===== src/rtl/tile_row_reducer.sv =====
// Row-wise reduction of partial-product tiles, accumulated over a configurable
// number of k-step beats, emitting full-precision and rescaled row totals.
module tile_row_reducer #(
    parameter int TILE_SIZE = 4,
    parameter int ACC_WIDTH = 32,
    parameter int SUM_WIDTH = 48,
    parameter int OUT_WIDTH = 16,
    parameter int FRAC_BITS = 8,
    parameter int BEATS_W   = 8
) (
    input  logic                        clk,
    input  logic                        rst,
    input  logic [BEATS_W-1:0]          beats_cfg,
    input  logic                        flush,
    input  logic                        in_valid,
    input  logic signed [ACC_WIDTH-1:0] in_tile [TILE_SIZE][TILE_SIZE],
    output logic                        in_ready,
    output logic                        out_valid,
    input  logic                        out_ready,
    output logic signed [SUM_WIDTH-1:0] out_sum [TILE_SIZE],
    output logic signed [OUT_WIDTH-1:0] out_q [TILE_SIZE],
    output logic [TILE_SIZE-1:0]        out_sat,
    output logic                        busy
);

    typedef enum logic [1:0] {IDLE, ACCUM, HOLD} state_t;

    localparam logic signed [SUM_WIDTH-1:0] Q_MAX =
        {{(SUM_WIDTH-OUT_WIDTH+1){1'b0}}, {(OUT_WIDTH-1){1'b1}}};
    localparam logic signed [SUM_WIDTH-1:0] Q_MIN = ~Q_MAX;

    function automatic logic signed [SUM_WIDTH-1:0] sext(input logic signed [ACC_WIDTH-1:0] a);
        return {{(SUM_WIDTH-ACC_WIDTH){a[ACC_WIDTH-1]}}, a};
    endfunction

    // Returns {saturated, value}.
    function automatic logic [OUT_WIDTH:0] rescale(input logic signed [SUM_WIDTH-1:0] a);
        logic signed [SUM_WIDTH-1:0] t;
        t = a >>> FRAC_BITS;
        if (t > Q_MAX)      return {1'b1, Q_MAX[OUT_WIDTH-1:0]};
        else if (t < Q_MIN) return {1'b1, Q_MIN[OUT_WIDTH-1:0]};
        else                return {1'b0, t[OUT_WIDTH-1:0]};
    endfunction

    state_t                      state_p1, state_nxt;
    logic signed [SUM_WIDTH-1:0] rs_p0   [TILE_SIZE];
    logic signed [SUM_WIDTH-1:0] acc_p1  [TILE_SIZE];
    logic signed [SUM_WIDTH-1:0] acc_nxt [TILE_SIZE];
    logic [BEATS_W-1:0]          count_p1, count_nxt;
    logic [BEATS_W-1:0]          beats_p1, beats_nxt;
    logic [BEATS_W-1:0]          beats_eff;
    logic                        accept, start, retire, load_q;

    // Stage p0: combinational row sums of the incoming tile
    always_comb begin
        for (int i = 0; i < TILE_SIZE; i++) begin
            rs_p0[i] = '0;
            for (int j = 0; j < TILE_SIZE; j++) begin
                rs_p0[i] = rs_p0[i] + sext(in_tile[i][j]);
            end
        end
    end

    assign beats_eff = (beats_cfg == '0) ? BEATS_W'(1) : beats_cfg;
    assign accept    = in_valid & in_ready;
    assign retire    = out_valid & out_ready;
    // A beat taken outside ACCUM always opens a fresh block.
    assign start     = accept & (state_p1 != ACCUM);
    assign load_q    = accept & (state_nxt == HOLD);

    always_ff @(posedge clk) begin
        if (rst) state_p1 <= IDLE;
        else     state_p1 <= state_nxt;
    end

    always_comb begin
        state_nxt = state_p1;
        if (flush) begin
            state_nxt = IDLE;
        end else begin
            case (state_p1)
                IDLE, HOLD: begin
                    if (accept)
                        state_nxt = (beats_eff == BEATS_W'(1)) ? HOLD : ACCUM;
                    else if (state_p1 == HOLD && out_ready)
                        state_nxt = IDLE;
                end
                ACCUM: begin
                    if (accept && (count_p1 + BEATS_W'(1)) == beats_p1)
                        state_nxt = HOLD;
                end
                default: state_nxt = IDLE;
            endcase
        end
    end

    always_comb begin
        in_ready  = ~flush & ((state_p1 != HOLD) | out_ready);
        out_valid = (state_p1 == HOLD);
        busy      = (state_p1 != IDLE);
    end

    always_comb begin
        acc_nxt   = acc_p1;
        count_nxt = count_p1;
        beats_nxt = beats_p1;
        if (flush) begin
            for (int i = 0; i < TILE_SIZE; i++) acc_nxt[i] = '0;
            count_nxt = '0;
        end else if (start) begin
            acc_nxt   = rs_p0;
            count_nxt = BEATS_W'(1);
            beats_nxt = beats_eff;
        end else if (accept) begin
            for (int i = 0; i < TILE_SIZE; i++) acc_nxt[i] = acc_p1[i] + rs_p0[i];
            count_nxt = count_p1 + BEATS_W'(1);
        end else if (retire) begin
            for (int i = 0; i < TILE_SIZE; i++) acc_nxt[i] = '0;
            count_nxt = '0;
        end
    end

    // Stage p1: accumulators and the rescaled result captured on HOLD entry
    always_ff @(posedge clk) begin
        if (rst) begin
            for (int i = 0; i < TILE_SIZE; i++) begin
                acc_p1[i] <= '0;
                out_q[i]  <= '0;
            end
            out_sat  <= '0;
            count_p1 <= '0;
            beats_p1 <= '0;
        end else begin
            acc_p1   <= acc_nxt;
            count_p1 <= count_nxt;
            beats_p1 <= beats_nxt;
            if (load_q) begin
                for (int i = 0; i < TILE_SIZE; i++)
                    {out_sat[i], out_q[i]} <= rescale(acc_nxt[i]);
            end
        end
    end

    assign out_sum = acc_p1;

endmodule

===== config.mk =====
export PLATFORM = sky130hd
export DESIGN_NAME = tile_row_reducer
export DESIGN_NICKNAME = d
export VERILOG_FILES = /design/src/rtl/tile_row_reducer.sv
export SDC_FILE = /design/constraint.sdc
export NUM_CORES = 2
export LEC_CHECK = 0
export CAP_MARGIN = 20
export CORE_ASPECT_RATIO = 2
export CORE_MARGIN = 2
export CORE_UTILIZATION = 40
export CTS_BUF_LIST = sky130_fd_sc_hd__clkbuf_4
export DETAILED_ROUTE_END_ITERATION = 10
export HOLD_SLACK_MARGIN = 0.02
export PLACE_DENSITY_LB_ADDON = 0.08
export SETUP_SLACK_MARGIN = 0.4
export SLEW_MARGIN = 20
export SYNTH_ARGS = -nofsm -noshare
export SYNTH_HDL_FRONTEND = slang
export SYNTH_SLANG_ARGS = --single-unit

===== constraint.sdc =====
create_clock -name clk -period 10 [get_ports clk]
set_input_delay 1.5 -clock clk [delete_from_list [all_inputs] [get_ports clk]]
set_output_delay 1.5 -clock clk [all_outputs]
set_load 0.02 [all_outputs]

# Word-level counts from Yosys, hierarchy flattened
# Cells that the tools add are included.
[classes] magnitude_cmp=8 bitwise=7 mux=22 add_sub_neg=17 n_eq_ne=7 reduce_logical=11
[op_table] op="2-to-1 mux 192 bit" count=4
[op_table] op="adder 48 x 35 -> 48 bit" count=4
[op_table] op="> comparator 40 x 16 -> 1 bit, second input constant" count=4
[op_table] op="less-than comparator 40 x 16 -> 1 bit, second input constant" count=4
[op_table] op="adder 34 x 32 -> 35 bit" count=4
[op_table] op="adder 33 x 32 -> 34 bit" count=4
[op_table] op="2-to-1 mux 17 bit" count=8
[op_table] op="adder 32 x 32 -> 33 bit" count=4
[op_table] op="2-to-1 mux 8 bit" count=3
[op_table] op="2-to-1 mux 2 bit" count=5
[op_table] op="adder 8 x 1 -> 8 bit, second input constant" count=1
[op_table] op="== test 8 x 1 -> 1 bit, second input constant" count=1
[op_table] op="== test 8 bit" count=1
[op_table] op="logical NOT 8 bit" count=1
[op_table] op="AND 1 bit" count=5
[op_table] op="== test 2 bit, second input constant" count=2
[op_table] op="one-hot mux 2 bit (2 select lines)" count=1
[op_table] op="nonzero test 2 bit" count=2
[op_table] op="OR reduction 2 bit" count=2
[op_table] op="nonzero test 3 bit" count=1
[op_table] op="OR reduction 3 bit" count=1
[op_table] op="== test 2 x 1 -> 1 bit, second input constant" count=1
[op_table] op="logical AND 1 bit" count=2
[op_table] op="logical NOT 2 bit" count=1
[op_table] op="6 further kinds" count=6
[word_totals] word_cells=89 out_inout_bits=263 ff_bits=278 inputBits=525

# Longest topological paths before layout
[depth] depth_word=10 mapped_depth=33 mapped_depth_nobuf=31

# Worst setup path before layout
# Ideal clock, no wire load.
[synth_path] path_kind="input-to-reg" start="input in_tile[257] (netlist name)" end="register out_q[46] (netlist name)" path_slack_ps=920 setup_time_ps=80 path_buffers=0 required_ps=9920 cell_stages=31 arrival_ps=9000 path_cell_list="inv_1 > fa_1 > fa_1 > inv_1 > ha_1 > fa_1 > a211o_2 > a211oi_1 > o21ai_2 > a31o_2 > a21o_1 > a21oi_1 > o21ai_0 > a21o_1 > a21oi_1 > xor2_1 > inv_1 > ha_1 > and2_1 > nand3_1 > nor4b_2 > o311ai_1 > a41oi_1 > xor2_1 > o21ai_0 > a211o_1 > or3b_2 > or4b_4 > o31ai_4 > or4b_1 > a211oi_2"
[synth_between] elab_chain_cells=8 elab_cells_between_ends=9 cone_classes="add/sub: 2; order compare: 2; mux: 5"
[synth_rtl] item="from (decl)" line="16" text="input logic signed [ACC_WIDTH-1:0] in_tile [TILE_SIZE][TILE_SIZE],"
[synth_rtl] item="adder 34 x 32 -> 35 bit *" line="59" text="rs_p0[i] = rs_p0[i] + sext(in_tile[i][j]);"
[synth_rtl] item="adder 48 x 35 -> 48 bit" line="115" text="for (int i = 0; i < TILE_SIZE; i++) acc_nxt[i] = acc_p1[i] + rs_p0[i];"
[synth_rtl] item="2-to-1 mux 192 bit" line="114" text="end else if (accept) begin"
[synth_rtl] item="2-to-1 mux 192 bit *" line="110" text="end else if (start) begin"
[synth_rtl] item="2-to-1 mux 192 bit *" line="107" text="if (flush) begin"
[synth_rtl] item="less-than comparator 40 x 16 -> 1 bit" line="41" text="else if (t < Q_MIN) return {1'b1, Q_MIN[OUT_WIDTH-1:0]};"
[synth_rtl] item="2-to-1 mux 17 bit" line="41"
[synth_rtl] item="2-to-1 mux 17 bit *" line="40" text="if (t > Q_MAX) return {1'b1, Q_MAX[OUT_WIDTH-1:0]};"
[synth_rtl] item="to (signal, indexed assignment)" line="139" text="{out_sat[i], out_q[i]} <= rescale(acc_nxt[i]);"
[synth_rtl] item="to (decl)" line="21" text="output logic signed [OUT_WIDTH-1:0] out_q [TILE_SIZE],"
# Mark *: on every way between the ends. The rest lies on a longest branch, timed or not.
# A chain may end at the register's enable or synchronous reset.

# Final worst setup path
[layout_path] start="input in_tile[197] (netlist name)" end="register out_q[30] (netlist name)"
[layout_between] elab_chain_cells=10 elab_cells_between_ends=11 cone_classes="add/sub: 4; order compare: 2; mux: 5"
[layout_rtl] item="adder 32 x 32 -> 33 bit *" line="59"
[layout_rtl] item="adder 33 x 32 -> 34 bit *" line="59"
[layout_rtl] item="adder 34 x 32 -> 35 bit *" line="59"
[layout_rtl] item="adder 48 x 35 -> 48 bit" line="115"
[layout_rtl] item="2-to-1 mux 192 bit" line="114"
[layout_rtl] item="2-to-1 mux 192 bit *" line="110"
[layout_rtl] item="2-to-1 mux 192 bit *" line="107"
[layout_rtl] item="less-than comparator 40 x 16 -> 1 bit" line="41"
[layout_rtl] item="2-to-1 mux 17 bit" line="41"
[layout_rtl] item="2-to-1 mux 17 bit *" line="40"
# Marked as above.

==> flow_metrics.py <==
metrics = {
    "run_status": {
        "status": "complete, no violations",
    },
    "critical_path": {
        "criticalPathCategory": "primary input to flop",
        "cp-end-kind": "flop",
        "arrival_ns": 10.04,
        "slowest_delay_ns": 0.81,
        "cp_slowest_cell": "a221oi_1",
        "cp-start-kind": "primary input",
        "critPathTopFamily": "compound AO/OA/AOI/OAI gates",
        "cpMostUsedCell": "buf_4",
        "crit_required_ns": 10.79,
        "crit_fanout": 16,
        "path_buf_inv": 9,
    },
    "clock_network": {
        "hold_buffers": 0,
        "clk_latency_ns": 1.01,
        "cts-buffers-inserted": 78,
        "cts_sinks": 278,
        "root_buffer": "clkbuf_4",
        "clkTransAtPathRegs_ns": 0.06,
        "cts-htree-levels": 3,
        "cts_tree": "done",
        "clk_path_buf_depth": 3,
    },
    "synthesis": {
        "synth_top_cell_area_share": 0.1394,
        "ys_seq_elements": 278,
        "syn-cell-area_um2": 39920,
        "synth_async_sr_flop_share": 0,
        "yosysTopAreaCell": "dfxtp_1",
        "syn-num-nets": 6593,
        "seq_area_frac_synth": 0.1394,
        "synth_cell_types": 94,
        "synth_edf_count": 0,
        "yosysWarnings": 0,
        "syn_inst": 5468,
        "ys_top_cells_by_area": "dfxtp_1, fa_1, ha_1, inv_1, a21oi_1",
        "synth.avg_cell_area_um2": 7.301,
        "synth-main-ff-cell": "dfxtp_1",
    },
    "hold_path": {
        "hold_class": "flop to flop",
    },
    "cells_and_area": {
        "seq_area_um2": 5565,
        "nFillCells": 10006,
        "multi_input_area_um2": 30350,
        "fin_util": 0.5219,
        "area_growth_pct": 29.06,
        "nNetsFinal": 7459,
        "drive_above_1_share": 0.06921,
        "final_cells": 7711,
    },
    "routing": {
        "vias_per_cell": 5.733,
        "highest_layer": "met4",
        "drt_wl_total_um": 181500,
        "drt_iter0_markers": 2784,
        "vias": 44211,
        "wire_per_inst_um": 23.54,
        "route.detailed.drc": 0,
        "firstDrtPassIters": 6,
        "wl_met2_um": 90470,
        "dr_wl_met3_um": 13040,
        "detail-route-antenna-nets": 0,
        "wl_met1_um": 64960,
    },
    "floorplan": {
        "start_util": 0.4044,
        "die_h_um": 450.8,
        "dieWidth_um": 227.4,
        "core.rowCount": 163,
        "die-area_um2": 102500,
        "ios": 788,
        "core_area_um2": 98710,
    },
    "global_routing": {
        "grt_util_all_layers": 0.3449,
        "grt_pass1_vias": 44922,
        "antenna_found_initial": 4,
        "grt_max_degree": 112,
        "grt-ovfl-total": 0,
        "grt_pass1_wl_um": 268100,
    },
    "sta": {
        "setup_violations": 0,
        "post-route-min-period_ns": 9.250,
        "final.period_utilization": 0.9250,
        "finalHoldViolations": 0,
        "rsz0062_at_grt": "no",
        "worst_pin_slew_ns": 1.146,
        "max_freq_mhz": 108.1,
        "clock_skew_ns": 0.08422,
        "fin_ws_ns": 0.7499,
        "slew_viol_final": 0,
        "max_slew_margin": 0.2242,
    },
    "power_and_ir_drop": {
        "vdd_drop_max_mv": 0.08339,
        "power_density_nw_per_um2": 217.1,
        "power_leakage_nw": 23.54,
    },
    "place": {
        "portBuffers": 787,
        "dp.cells": 7572,
        "dpl.hpwl_um": 147700,
        "gp_congestion": 0.9764,
        "pre_cts_ws_ns": -0.3151,
    },
    "flow_run": {
        "max_cap_viol_count": 0,
    },
}
[cells in the mapped netlist, drive strengths merged (20+ instances only)]
cell type and n:
dfxtp 278, o211ai 52, xor2 121, a21o 125
clkbuf 196, a31oi 46, o21a 53, o21ai 319
fa 264, mux2i 39, or3 25, ha 336
nand3 101, nand4 97, a221o 28, and3 49
nand2 488, a221oi 49, a211o 22, nor2 460
nor4 51, a22oi 29, buf 54, o31ai 20
and2 26, xnor2 140, o21bai 43, nor3 106
nand2b 36, a211oi 139, a21oi 479, inv 836
nor2b 67
[placed cells by master (no fill, tap or decap), drive strengths merged, types with 97 or more instances in the layout]
master,n
nor3,106
nand2,488
nand3,101
xnor2,140
o21ai,319
a21oi,479
inv,837
clkdlybuf4s50,785
xor2,121
fa,264
a211oi,139
ha,336
dfxtp,278
clkbuf,100
buf,251
a21o,125
nor2,460
nand4,97
[power by group]
part,internal (mW),leakage [nW],switching [mW]
Sequential,1.18,2.26,0.0890
Clock,0.495,0.544,0.622
Combinational,3.36,20.7,5.44
Total,5.03,23.5,6.15
[path summary, 6_finish.rpt]
check / slack [ns] / start / cells past startpoint / end
setup / recovery: 0.75 / in_tile[197] / 33 / out_q[30]$_SDFFE_PP0P_
hold / removal: 0.48 / beats_p1[6]$_SDFFE_PP0P_ / 2 / beats_p1[6]$_SDFFE_PP0P_
setup reg to reg: 4.24 / out_sum[48]$_SDFFE_PP0P_ / 19 / out_q[30]$_SDFFE_PP0P_
hold reg to reg: 0.48 / beats_p1[6]$_SDFFE_PP0P_ / 2 / beats_p1[6]$_SDFFE_PP0P_
[state kept, by name (all words and copies together) (netlist names)]
register,count
beats_p1,8
out_sat,4
out_sum,192
out_q,64
state_p1,2
count_p1,8
[worst register-to-register path, delay by kind of cell, from the launching register on]
family          cells  cell delay (ns)
compound gates     10             3.05
xor+xnor            1             0.14
flops               1             0.38
simple gates        2             0.72
fa+ha+maj           2             0.64
buf+inv             4             0.66
[logic make-up (layout without fill, tap and decap cells)]
logic type      Yosys count  after routing  share of synthesized area
compound gates         1586           1586                     0.2591
xor+xnor                261            261                    0.05726
fa+ha+maj               600            600                     0.2377
buf+inv                1086           2004                     0.1032
flops                   278            278                     0.1394
mux                      43             43                    0.01091
other cells               0              5                          0
simple gates           1614           1614                     0.1924
[per-stage QoR]
stage	power, mW	setup TNS, ns	area (µm²)	hold WS, ns
3_5_place_dp	9.905	-5.900	50540	0.4722
2_1_floorplan	6.918	0	39920	0.4481
3_3_place_gp	9.913	-2.519	50540	0.4634
4_1_cts	11.09	0	51460	0.4848
5_1_grt	12.04	0	51520	0.5043
6_report	11.18	0	51520	0.4821
[layer usage]
layer  vias to the layer above  GRT usage
li1                      20787          -
met1                     20994     0.3622
met2                      1908     0.6247
met3                       522    0.06466
met4                         0     0.2133
met5                         -          0
[area by class of cell]
| cell class | count | share of cell area |
|---|---|---|
| Clock inverter | 32 | 0.003279 |
| Sequential cell | 278 | 0.1080 |
| Tap cell | 1320 | 0.03206 |
| Timing Repair Buffer | 1036 | 0.1918 |
| Clock buffer | 100 | 0.01457 |
| Antenna cell | 5 | 0.0002429 |
| Multi-Input combinational cell | 4104 | 0.5891 |
| Inverter | 836 | 0.06091 |
[repair_timing]
| item | in CTS | in global routing |
|---|---|---|
| buffers inserted | 0 | 2 |
| gates resized for setup | 0 | 8 |
| endpoints found under the setup margin | 0 | 26 |
Note: power is estimated with default switching activity, not from simulation.
